==> config.mk <==
export PLATFORM = sky130hd
export DESIGN_NAME = if_fetch_unit_flat
export DESIGN_NICKNAME = d
export VERILOG_FILES = /design/src/rtl/if_fetch_unit_pkg.sv /design/src/rtl/if_fetch_unit_if.sv /design/src/rtl/if_fetch_unit_preg.sv /design/src/rtl/if_fetch_unit.sv /design/src/flat_wrapper.sv
export SDC_FILE = /design/constraint.sdc
export NUM_CORES = 1
export LEC_CHECK = 0
export ABC_CLOCK_PERIOD_IN_PS = 2900
export CAP_MARGIN = 20
export CORE_UTILIZATION = 50
export CTS_CLUSTER_SIZE = 30
export DETAILED_ROUTE_END_ITERATION = 10
export PLACE_DENSITY = 0.91
export SYNTH_ARGS = -nofsm -noshare
export SYNTH_HDL_FRONTEND = slang
export SYNTH_SLANG_ARGS = --single-unit
==> constraint.sdc <==
create_clock -name clk -period 2.9 [get_ports clk]
set_input_delay 0.725 -clock clk [delete_from_list [all_inputs] [get_ports clk]]
set_output_delay 0.725 -clock clk [all_outputs]
set_load 0.02 [all_outputs]
==> src/rtl/if_fetch_unit_pkg.sv <==
// Shared fetch/decode definitions: opcodes, bubble instruction,
// fetch state encoding and the IF/ID bundle.
package wisc_defs;

    localparam logic [3:0] HLT_OP = 4'hF;
    localparam logic [3:0] JAL_OP = 4'hD;
    localparam logic [3:0] JR_OP  = 4'hE;

    localparam logic [15:0] NOP_INSTR = 16'h0000;

    typedef enum logic {
        RUN  = 1'b0,
        HALT = 1'b1
    } fetch_state_t;

    typedef struct packed {
        logic [15:0] instr;
        logic [15:0] pc;
        logic        vld;
    } if_id_t;

    function automatic logic [15:0] pc_inc(input logic [15:0] a);
        return a + 16'd1;
    endfunction

endpackage

==> src/rtl/if_fetch_unit_if.sv <==
// Fetch stage bus: hazard/redirect inputs, instruction memory port,
// IF/ID outputs and status.
interface if_fetch_unit_if;

    logic        stall;
    logic        j_ctrl;
    logic [15:0] j_pc;
    logic [15:0] im_addr;
    logic        im_rd_en;
    logic [15:0] im_instr;
    logic [15:0] instr;
    logic [15:0] pc;
    logic        instr_vld;
    logic        fetch_halted;
    logic [15:0] flush_cnt;

    modport master (
        input  stall, j_ctrl, j_pc, im_instr,
        output im_addr, im_rd_en, instr, pc,
        output instr_vld, fetch_halted, flush_cnt
    );

    modport slave (
        output stall, j_ctrl, j_pc, im_instr,
        input  im_addr, im_rd_en, instr, pc,
        input  instr_vld, fetch_halted, flush_cnt
    );

endinterface

==> src/rtl/if_fetch_unit_preg.sv <==
// IF/ID pipeline register; hold beats flush beats load.
module if_id_preg #(
    parameter logic [15:0] NOP_INSTR = wisc_defs::NOP_INSTR
) (
    input  logic              clk,
    input  logic              rst_n,
    input  logic              hold,
    input  logic              flush,
    input  logic              load,
    input  wisc_defs::if_id_t d,
    output wisc_defs::if_id_t q
);
    import wisc_defs::*;

    if_id_t bubble;
    assign bubble = '{instr: NOP_INSTR, pc: 16'h0000, vld: 1'b0};

    always_ff @(posedge clk or negedge rst_n) begin
        if (!rst_n) begin
            q <= bubble;
        end else if (hold) begin
            q <= q;
        end else if (flush) begin
            q <= bubble;
        end else if (load) begin
            q <= d;
        end
    end

endmodule

==> src/rtl/if_fetch_unit.sv <==
// Instruction fetch stage: PC, next-PC selection, halt FSM,
// jump flush counter and the IF/ID register.
module if_fetch_unit #(
    parameter logic [15:0] RESET_PC  = 16'h0000,
    parameter logic [15:0] NOP_INSTR = wisc_defs::NOP_INSTR,
    parameter logic [3:0]  HLT_OP    = wisc_defs::HLT_OP
) (
    input logic            clk,
    input logic            rst_n,
    if_fetch_unit_if.master bus
);
    import wisc_defs::*;

    fetch_state_t state;
    logic [15:0]  pc_q;
    logic [15:0]  flush_cnt;
    logic         is_hlt;
    logic         flush;
    if_id_t       fetched;
    if_id_t       if_id;

    assign is_hlt = (bus.im_instr[15:12] == HLT_OP);
    assign flush  = bus.j_ctrl || (state == HALT);

    assign fetched = '{
        instr: bus.im_instr,
        pc:    pc_inc(pc_q),
        vld:   1'b1
    };

    always_ff @(posedge clk or negedge rst_n) begin
        if (!rst_n) begin
            pc_q      <= RESET_PC;
            state     <= RUN;
            flush_cnt <= 16'h0000;
        end else if (bus.stall) begin
            pc_q      <= pc_q;
        end else if (bus.j_ctrl) begin
            // A resolved jump also squashes a speculatively fetched HLT.
            pc_q  <= bus.j_pc;
            state <= RUN;
            if (flush_cnt != 16'hFFFF) begin
                flush_cnt <= flush_cnt + 16'd1;
            end
        end else if (state == RUN) begin
            if (is_hlt) begin
                state <= HALT;
            end else begin
                pc_q <= pc_inc(pc_q);
            end
        end
    end

    if_id_preg #(
        .NOP_INSTR(NOP_INSTR)
    ) u_preg (
        .clk  (clk),
        .rst_n(rst_n),
        .hold (bus.stall),
        .flush(flush),
        .load (state == RUN),
        .d    (fetched),
        .q    (if_id)
    );

    assign bus.im_addr      = pc_q;
    assign bus.im_rd_en     = (state == RUN) && !bus.stall;
    assign bus.instr        = if_id.instr;
    assign bus.pc           = if_id.pc;
    assign bus.instr_vld    = if_id.vld;
    assign bus.fetch_halted = (state == HALT);
    assign bus.flush_cnt    = flush_cnt;

endmodule

==> src/flat_wrapper.sv <==
// flat-port wrapper written by rule: the top's interface ports become plain ports
module if_fetch_unit_flat import wisc_defs::*;
#(
    parameter logic [15:0] RESET_PC  = 16'h0000,
    parameter logic [15:0] NOP_INSTR = wisc_defs::NOP_INSTR,
    parameter logic [3:0]  HLT_OP    = wisc_defs::HLT_OP
)
  (clk, rst_n, bus_stall, bus_j_ctrl, bus_j_pc, bus_im_instr, bus_im_addr, bus_im_rd_en, bus_instr, bus_pc, bus_instr_vld, bus_fetch_halted, bus_flush_cnt);
  if_fetch_unit_if bus_i ();
  input logic clk;
  input logic rst_n;
  input wire logic [$bits(bus_i.stall)-1:0] bus_stall;
  input wire logic [$bits(bus_i.j_ctrl)-1:0] bus_j_ctrl;
  input wire logic [$bits(bus_i.j_pc)-1:0] bus_j_pc;
  input wire logic [$bits(bus_i.im_instr)-1:0] bus_im_instr;
  output wire logic [$bits(bus_i.im_addr)-1:0] bus_im_addr;
  output wire logic [$bits(bus_i.im_rd_en)-1:0] bus_im_rd_en;
  output wire logic [$bits(bus_i.instr)-1:0] bus_instr;
  output wire logic [$bits(bus_i.pc)-1:0] bus_pc;
  output wire logic [$bits(bus_i.instr_vld)-1:0] bus_instr_vld;
  output wire logic [$bits(bus_i.fetch_halted)-1:0] bus_fetch_halted;
  output wire logic [$bits(bus_i.flush_cnt)-1:0] bus_flush_cnt;
  assign bus_i.stall = bus_stall;
  assign bus_i.j_ctrl = bus_j_ctrl;
  assign bus_i.j_pc = bus_j_pc;
  assign bus_i.im_instr = bus_im_instr;
  assign bus_im_addr = bus_i.im_addr;
  assign bus_im_rd_en = bus_i.im_rd_en;
  assign bus_instr = bus_i.instr;
  assign bus_pc = bus_i.pc;
  assign bus_instr_vld = bus_i.instr_vld;
  assign bus_fetch_halted = bus_i.fetch_halted;
  assign bus_flush_cnt = bus_i.flush_cnt;
  if_fetch_unit #(.RESET_PC(RESET_PC), .NOP_INSTR(NOP_INSTR), .HLT_OP(HLT_OP)) u_core (.clk(clk), .rst_n(rst_n), .bus(bus_i));
endmodule
# Word level (Yosys, flattened, before mapping)
# Index checks and enable logic that the tools add are counted.
[totals] regBits=66 inputBits=36
[op_classes] addsub=2 n_reduce_logical=6 n_eq_ne=5 mux=8 n_bitwise=2
[op_table] operator="$mux W33" n=2
[op_table] operator="$mux W16" n=3
[op_table] operator="$add A16 B1 Y16 const B" n=2
[op_table] operator="$ne A16 B16 Y1 const B" n=1
[op_table] operator="$ne A2 B2 Y1 const B" n=3
[op_table] operator="$reduce_and A3 Y1" n=2
[op_table] operator="$eq A4 B4 Y1 const B" n=1
[op_table] operator="$mux W1" n=3
[op_table] operator="$not A1 Y1" n=2
[op_table] operator="$reduce_and A2 Y1" n=1
[op_table] operator="$logic_and A1 B1 Y1" n=1
[op_table] operator="$logic_not A1 Y1" n=1
[op_table] operator="$logic_or A1 B1 Y1" n=1

# Logic depth before layout (Yosys ltp)
# Gate-level depths: netlist of run 1.
[logic_depth] ltp_word=4 mapped_depth=7 depth_no_buf=5

# By module
# Synthesis of run 1 repeated with hierarchy kept, for this count alone.
[hier_totals] cells_unflattened=408 hier_area_um2=3958.8
[by_module_without_submodules] mod="if_fetch_unit" seq_area_each_um2=825.8 area_each_um2=2039.5 cells_per_inst=223 n_inst=1
[by_module_without_submodules] mod="if_id_preg" seq_area_each_um2=825.8 area_each_um2=1919.3 cells_per_inst=185 n_inst=1

# Worst setup path after synthesis of run 1
# No wires, ideal clock.
[synth_timing] path_type="input port to output port" startpoint="in bus_stall" endpoint="out bus_im_rd_en" arrival_time_ns=1.412 path_stages=3 path_slack_ns=0.763 path_cell_list="clkbuf_1 > clkbuf_1 > nor2_1"
[synth_between] elab_chain_len=2
[synth_lines] item="start: declaration" line="flat_wrapper.sv:12" rtl="input wire logic [$bits(bus_i.stall)-1:0] bus_stall;"
[synth_lines] item="$logic_not A1 Y1" line="if_fetch_unit.sv:67" rtl="assign bus.im_rd_en = (state == RUN) && !bus.stall;"
[synth_lines] item="$logic_and A1 B1 Y1" line="if_fetch_unit.sv:67"
[synth_lines] item="end: declaration" line="flat_wrapper.sv:17" rtl="output wire logic [$bits(bus_i.im_rd_en)-1:0] bus_im_rd_en;"
# No other way between the ends.

# Final worst setup path of run 1
[layout_timing] startpoint="reg u_core.state, in the netlist u_core.bus.fetch_halted" endpoint="out bus_im_rd_en"
[layout_between] elab_chain_len=2
[layout_lines] item="start: declaration" line="if_fetch_unit.sv:14" rtl="fetch_state_t state;"
[layout_lines] item="start signal: assignment" line="if_fetch_unit.sv:34" rtl="state <= RUN;"
[layout_lines] item="start signal: assignment" line="if_fetch_unit.sv:41" rtl="state <= RUN;"
[layout_lines] item="start signal: assignment" line="if_fetch_unit.sv:47" rtl="state <= HALT;"
[layout_lines] item="$not A1 Y1"
[layout_lines] item="$logic_and A1 B1 Y1" line="if_fetch_unit.sv:67"
# No other way between the ends.

==> results of run 1 <==
-- metal layers --
layer | GRT usage, % | share of wire [%]
met1 | 36.2 | 45
met2 | 40.2 | 48
met3 | 4.77 | 6.0
met4 | 9.87 | 1.3
met5 | 0 | 0
-- cells in the final DEF (no fill, tap or decap), drive strengths merged, types with 3 or more instances in the layout --
cell type | synthesis | final
nor3 | 12 | 12
xor2 | 15 | 15
nor4 | 13 | 13
a21oi | 13 | 13
and4 | 4 | 4
clkdlybuf4s50 | 0 | 100
o21ai | 15 | 15
o211ai | 3 | 3
buf | 8 | 9
nand2 | 18 | 18
nand4 | 6 | 6
dfrtp | 66 | 66
xnor2 | 8 | 8
a22o | 31 | 31
a31oi | 5 | 5
nor2 | 17 | 17
nand3 | 15 | 15
a22oi | 3 | 3
and3 | 5 | 5
inv | 5 | 5
clkbuf | 13 | 13
-- registers in the layout, summed over array words and instances, names as in the netlist --
register                 cells
u_core.u_preg.q             33
u_core.bus.flush_cnt        16
u_core.bus.im_addr          16
u_core.bus.fetch_halted      1
-- logic make-up after synthesis --
family / after synthesis / share of synthesized area [%]
compound gates: 89 / 19.9
xor+xnor: 23 / 6.14
fa+ha+maj: 2 / 0.763
simple gates: 99 / 18.2
flops: 66 / 50.3
mux: 4 / 1.30
buf+inv: 26 / 3.28
-- layout make-up --
cell class                      instances  area share, %
Timing Repair Buffer                  110           23.6
Sequential cell                        66           36.5
Inverter                                5          0.414
Multi-Input combinational cell        217           33.7
Tap cell                               77           2.13
Clock buffer                           12           3.65
-- per-stage QoR --
stage                     area [µm²]  util (%)  std cells  hold slack [ns]
after floorplan                 3280         -        309            0.429
after global placement          4370      68.7        475            0.463
after detailed placement        4370      68.7        475            0.468
after CTS                       4530      71.3        487            0.334
after global routing            4530      71.3        487            0.364
final                           4530      71.3        487            0.330
-- worst max-delay path, stage by stage, from the launching register on --
cell and delay [ns]:
dfrtp_1 0.47, nor2_1 0.17, clkdlybuf4s50_1 0.63
-- worst max-delay path by stage --
stage                            startpoint                       end  slack, ns  cells after the start
floorplan                         bus_stall              bus_im_rd_en       0.76                      3
global route        u_core.bus.fetch_halted              bus_im_rd_en       0.52                      2
finish              u_core.bus.fetch_halted              bus_im_rd_en       0.57                      2
detailed placement         bus_im_instr[15]    u_core.bus.im_addr[12]       0.41                      5
CTS                 u_core.bus.fetch_halted              bus_im_rd_en       0.55                      2
global placement                 bus_j_ctrl  u_core.bus.flush_cnt[15]       0.45                      5
-- power groups by stage --
| stage | clock [mW] | sequential (mW) | combinational [mW] |
|---|---|---|---|
| after floorplan | 0 | 1.35 | 0.309 |
| after global placement | 0 | 1.24 | 0.827 |
| after detailed placement | 0 | 1.24 | 0.848 |
| after CTS | 0.691 | 1.23 | 0.853 |
| after global routing | 0.729 | 1.26 | 0.901 |
| final | 0.682 | 1.24 | 0.847 |
==> summary by stage, run 1 <==
Die
After floorplanning, the core was sized to cover 6350 µm². The die outline width is 83 µm. The die is a little over 80 µm tall. 103 I/O pins were placed. Once the floorplan was initialized, standard cells occupied 51.7% of the core. The floorplan has 29 rows. The die covers 6890 µm².

Status
The run finished with clean final reports.

Clock tree
The clock root buffer is clkbuf_8. The H-tree was split into 3 levels. The total CTS buffers is 9. The number of hold buffers added after CTS was 0.

The tree built by TritonCTS fans out to 66 sinks. The clock-pin slew on the worst setup and hold paths is 0.06 ns. TritonCTS built the clock tree. Gates resized during post-CTS repair numbered 0.

In this run the post-CTS setup repair buffer count came out at 0. The clock passes through at most 2 buffers. Clock latency on the worst-skew pair, taken at its later pin, is between 0.3 and 0.4 ns.

Synthesis
The most used flip-flop cell after synthesis is dfrtp_1. The synthesized design contains 0 enable-type register cells. Averaged over all synthesized cells, the footprint is 10.6 µm². The largest total area in the synthesized netlist belongs to dfrtp_1. The number of nets handed over by synthesis was 347.

In this run the biggest area consumer among cell types represents 50.3% of the synthesized area. Sequential elements use around half of the synthesized area. Counting flops and latches in the post-synthesis netlist gives 66. The number of warnings issued by yosys is 0. The number of distinct library cells after synthesis is 49. By area the synthesized netlist is led by dfrtp_1 50%, a22o_1 8.3%, xor2_1 4.0%, o21ai_0 2.1%, xnor2_1 2.1%.

After synthesis, the share of flip-flops with an asynchronous set or reset is 100%. The most common cell in the synthesized netlist is dfrtp_1. The cell count after synthesis is 309. By count the netlist is led by 66 x dfrtp_1, 31 x a22o_1, 18 x nand2_1. The cell area that synthesis handed to floorplanning was 3280 µm².

Timing
Setup repair after global routing left no endpoint under its margin. The maximum clock rate is 430 MHz. The final-report hold violation count is 0. The worst pin sits at a relative slew slack of a little over 60%. The aggregate negative setup slack is 0 ns. The final worst setup slack is 0.572 ns. The largest clock skew in the final design is around 0.0063 ns. The total count of max-transition violations in the final report is 0.

The routed design could run at a clock period as short as 2.33 ns. The number of endpoints failing setup at the final stage is 0. The measured slew at the worst slew-check pin is a little under 0.6 ns. After layout, the worst path uses 80.3% of the clock period.

Flow run
The count of maximum capacitance violations is 0.

Power and ir drop
The reported net switching power is 0.938 mW. The clock network burns 24.7% of the power. The leakage power figure is between 1.5 and 2 nW.

Registers are responsible for roughly 45% of the overall power. The power density over cell area is 610 nW/µm². The worst supply voltage drop on vdd is approximately 530 µV. After layout, the design draws a total of 2.77 mW. The cell internal power dissipation is about 1.8 mW.

The proportion of total power due to net switching is 33.9%. In this run, the combinational gates consume 30.6% of the power.

GRT
Entering global routing, the biggest net connects 44 pins. The initial antenna violation count is 0. The wire length of the first global-routing pass is 14.3 mm. The leftover overflow at the end of global routing is 0. The total global-route track usage is 25.8%.

The number of global-route vias before repair was roughly 2,900.

Hold path
The class of the tightest hold or removal check is primary input to async pin.

Critical path
The worst register-to-register path begins at u_core.bus.im_addr[3]. In this run the worst path has a maximum fanout of 6. The endpoint kind of the worst setup timing path is a primary output. The worst register-to-register path has a depth of 4.

The worst setup path is of the flip-flop to primary output kind. For the worst setup path, the data required time is ~2.2 ns. The category of the worst setup path launch point is a flip-flop. The data arrival time of the critical path is 1.60 ns. In this run the register-to-register setup slack is 0.96 ns. The critical register-to-register path endpoint is u_core.bus.im_addr[15].

Placed design
The quantity of I/O buffers inserted on ports is 102. OpenSTA, run right after detailed placement, puts the worst setup slack at a little over 0.4 ns. The congestion estimate from routability-driven global placement came to 0.858. Detailed placement ended at an HPWL of around 6.0 mm.

Detailed routing
Dividing the detail-routed wire length by the instance count gives 17.4 µm. The number of routed nets with antenna violations is 0. The wire length after detailed routing is 8.47 mm. The detailed router's first-iteration violation count is 179. The mean number of vias per cell is 5.99.

The number of remaining DRC errors is 0. The total number of vias is 2,916. The detailed-routing iteration count for the pre-antenna-repair pass is 4.

Cells and area
From synthesis to final layout, the design area changed by 38.1%. The number of antenna diodes in the final layout is 0. The count of filler cells inserted in the layout is 474.

The fraction of final layout cells with drive strength greater than 1 is 8.78%. Summing all flip-flop and latch instances after layout gives 1650 µm². The area taken by multi-input logic gates is about 1500 µm².

In the final design database the tool counted 447 nets.
No activity file was read; power rests on OpenSTA's default activity.
==> run 2: changes to the inputs <==
ABC_CLOCK_PERIOD_IN_PS = 2100   (was 2900)
CORE_UTILIZATION = 42   (was 50)
PLACE_DENSITY = 0.82   (was 0.91)
clock period = 2.1 ns   (was 2.9 ns; I/O delays follow)
==> summary by stage, run 2 (synthesis gave the netlist of run 1 again) <==
Status
The flow ran to the end, and the final reports show no timing, DRC or antenna violations.

Clock tree
The latest clock arrival within the worst-skew pair is 0.34 ns. The tree is rooted in a clkbuf_8. TritonCTS created 9 clock buffers.

The total setup buffers inserted after CTS is 0. The tree built by TritonCTS fans out to 66 sinks. TritonCTS built the clock tree. The H-tree was split into 3 levels. After clock tree synthesis, the clock-pin slew on the worst setup and hold paths is 0.07 ns. The longest clock path from root to sink contains 2 buffers.

Die
Measured along the x axis, the die boundary spans between 90 and 100 µm. The floorplan step set the die height to 90.4 µm. The initial utilization of the core area, before any placement, comes to approximately 44%. The placeable core region is 7410 µm². The number of top-level design ports is 103. Row generation in the floorplan step produced 31 rows.

The die covers 8170 µm².

Timing
The total count of max-transition violations in the final report is 0. Setup repair after global routing left no endpoint under its margin. The number of endpoints failing setup at the final stage is 0. The final-report hold violation count is 0.

For the pin with the worst max-slew slack, the measured transition is 0.484 ns. The final worst setup slack is 0.0644 ns. The ratio of final minimum period to clock period is 96.9%. Summed over all failing endpoints, the final setup total negative slack is 0 ns. The time the worst path needs with I/O delays and setup is 2.04 ns.

Based on the critical path, the design can be clocked at up to 491 MHz. In this run the tightest slew margin relative to its limit is between 60% and 70%. Between clock sinks in the finished design, the worst skew comes to roughly 0.0048 ns.

Hold path
In this run the worst hold path is classified as primary input to async pin.

Critical path
The launching element of the worst setup path is u_core.bus.im_addr[3]. The count of buffering cells on the critical path with inverters included is 1. The worst setup path is launched from a flip-flop. Traced cell by cell, the critical path runs through clkdlybuf4s50_1. The critical path is of the flip-flop to primary output type.

For the worst setup path, the data required time is about 1.6 ns. The largest single stage delay on the critical path is ~0.66 ns. The slowest cell on the critical path is clkdlybuf4s50_1.

The data arrival time of the critical path is 1.51 ns. The cell family contributing the most delay on the critical path is buffers and inverters. The worst setup path is captured at a primary output. The source of the worst register-to-register timing path is u_core.bus.im_addr[3]. Of all nets on the critical path, the largest fanout is 9. The register-to-register path setup slack is 0.30 ns.

Detailed routing
The number of routed nets with antenna violations is 0. The routed design has between 8 and 9 mm of wire. For this run, design rule violations remaining after detail routing come to 0. The total number of vias is ~3,000. The first TritonRoute pass finished after 4 iterations. Using the TritonRoute via totals, the vias-per-cell ratio works out to 5.69. The routed wire length per instance is approximately 17 µm. The detailed router's first-iteration violation count is 190.

Cells and area
From synthesis to final layout, the design area changed by 42.1%. The number of flip-flops under the largest register name is 33. The number of antenna repair diodes is 0. The post-layout instance area is roughly 4700 µm². The fraction of final layout cells with drive strength greater than 1 is 11.3%.

In the final layout, the multi-input gates occupy 1530 µm². The final net count is 456. The final cell utilization of the core is 62.9%. The count of filler cells inserted in the layout is 613.

Ranked by flip-flop count, first place goes to u_core.u_preg.q. Leaving out fill and tap cells, the most frequent cells in the layout are 99 x clkdlybuf4s50_1, 64 x dfrtp_1, 31 x a22o_1. The most common cell after layout, fill and taps aside is clkdlybuf4s50_1. The sequential cell area in the final layout is 1650 µm².

Placed design
The congestion estimate from routability-driven global placement came to 0.872. Before CTS, the worst setup slack after placement is -0.0653 ns. The quantity of I/O buffers inserted on ports is 102. The detailed placer's ending HPWL is 6.19 mm. In this run the cell area measured after placement is 4500 µm².

GRT
For this run, the total global-route usage over all layers was measured as 22.4%. Entering global routing, the biggest net connects 67 pins. The number of global-route vias before repair came to approximately 2,900. After global routing the overflow that remains totals 0. The wire length of the first global-routing pass is 14.4 mm. The initial antenna violation count came to 0.

Power and ir drop
The worst supply voltage drop on vdd is 362 µV. Overall power consumption after layout is estimated at 3.83 mW. The leakage power figure is 2.01 nW. The power density over cell area is 821 nW/µm².

Flow run
Across the run, the number of max-cap violations was 0.
-- run 2: worst paths after layout --
path,endpoint,cells past startpoint
min in group clk,u_core.u_preg.q[0],1
hold reg to reg,u_core.u_preg.q[0],1
setup / recovery,bus_im_addr[3],1
hold / removal,u_core.u_preg.q[28],2
setup reg to reg,u_core.bus.im_addr[15],4
max in group asynchronous,u_core.bus.im_addr[6],2
-- run 2: timing repair --
action / 4_1_cts / 5_1_grt
hold buffers: 0 / 0
endpoints found under the hold margin: 0 / 0
gates resized for setup: 1 / 2
setup endpoints to repair: 1 / 2
-- run 2: cell type report --
class,count,share of cell area [%]
sequential,66,35.5
clock buffer,13,3.19
tap,99,2.66
inverter,5,0.402
clock inverter,3,0.322
multi-input combinational,217,32.8
timing repair buffer,119,25.2
-- run 2: routing by layer --
metal / up-vias / GRT usage [%] / routed length (µm)
met5: - / 0 / 0
met4: 0 / 8.20 / 155
met3: 16 / 5.39 / 523
met2: 107 / 36.9 / 4260
met1: 1468 / 28.7 / 3770
li1: 1378 / - / -
-- run 2: per-stage QoR --
stage / hold slack (ns) / std cells
final: 0.202 / 522
after global routing: 0.216 / 522
after CTS: 0.206 / 522
after detailed placement: 0.475 / 506
after global placement: 0.466 / 506
after floorplan: 0.229 / 309
-- run 2: report_power, final --
part | switching (mW) | internal, mW
clock | 0.461 | 0.456
sequential | 0.243 | 1.45
combinational | 0.615 | 0.600
-- run 2: worst reg2reg max path, cell delays in order, from the launching register on --
cell	delay, ns
dfrtp_1	0.51
nand3_2	0.25
nor4_4	0.50
mux2_2	0.39
nor2_1	0.09
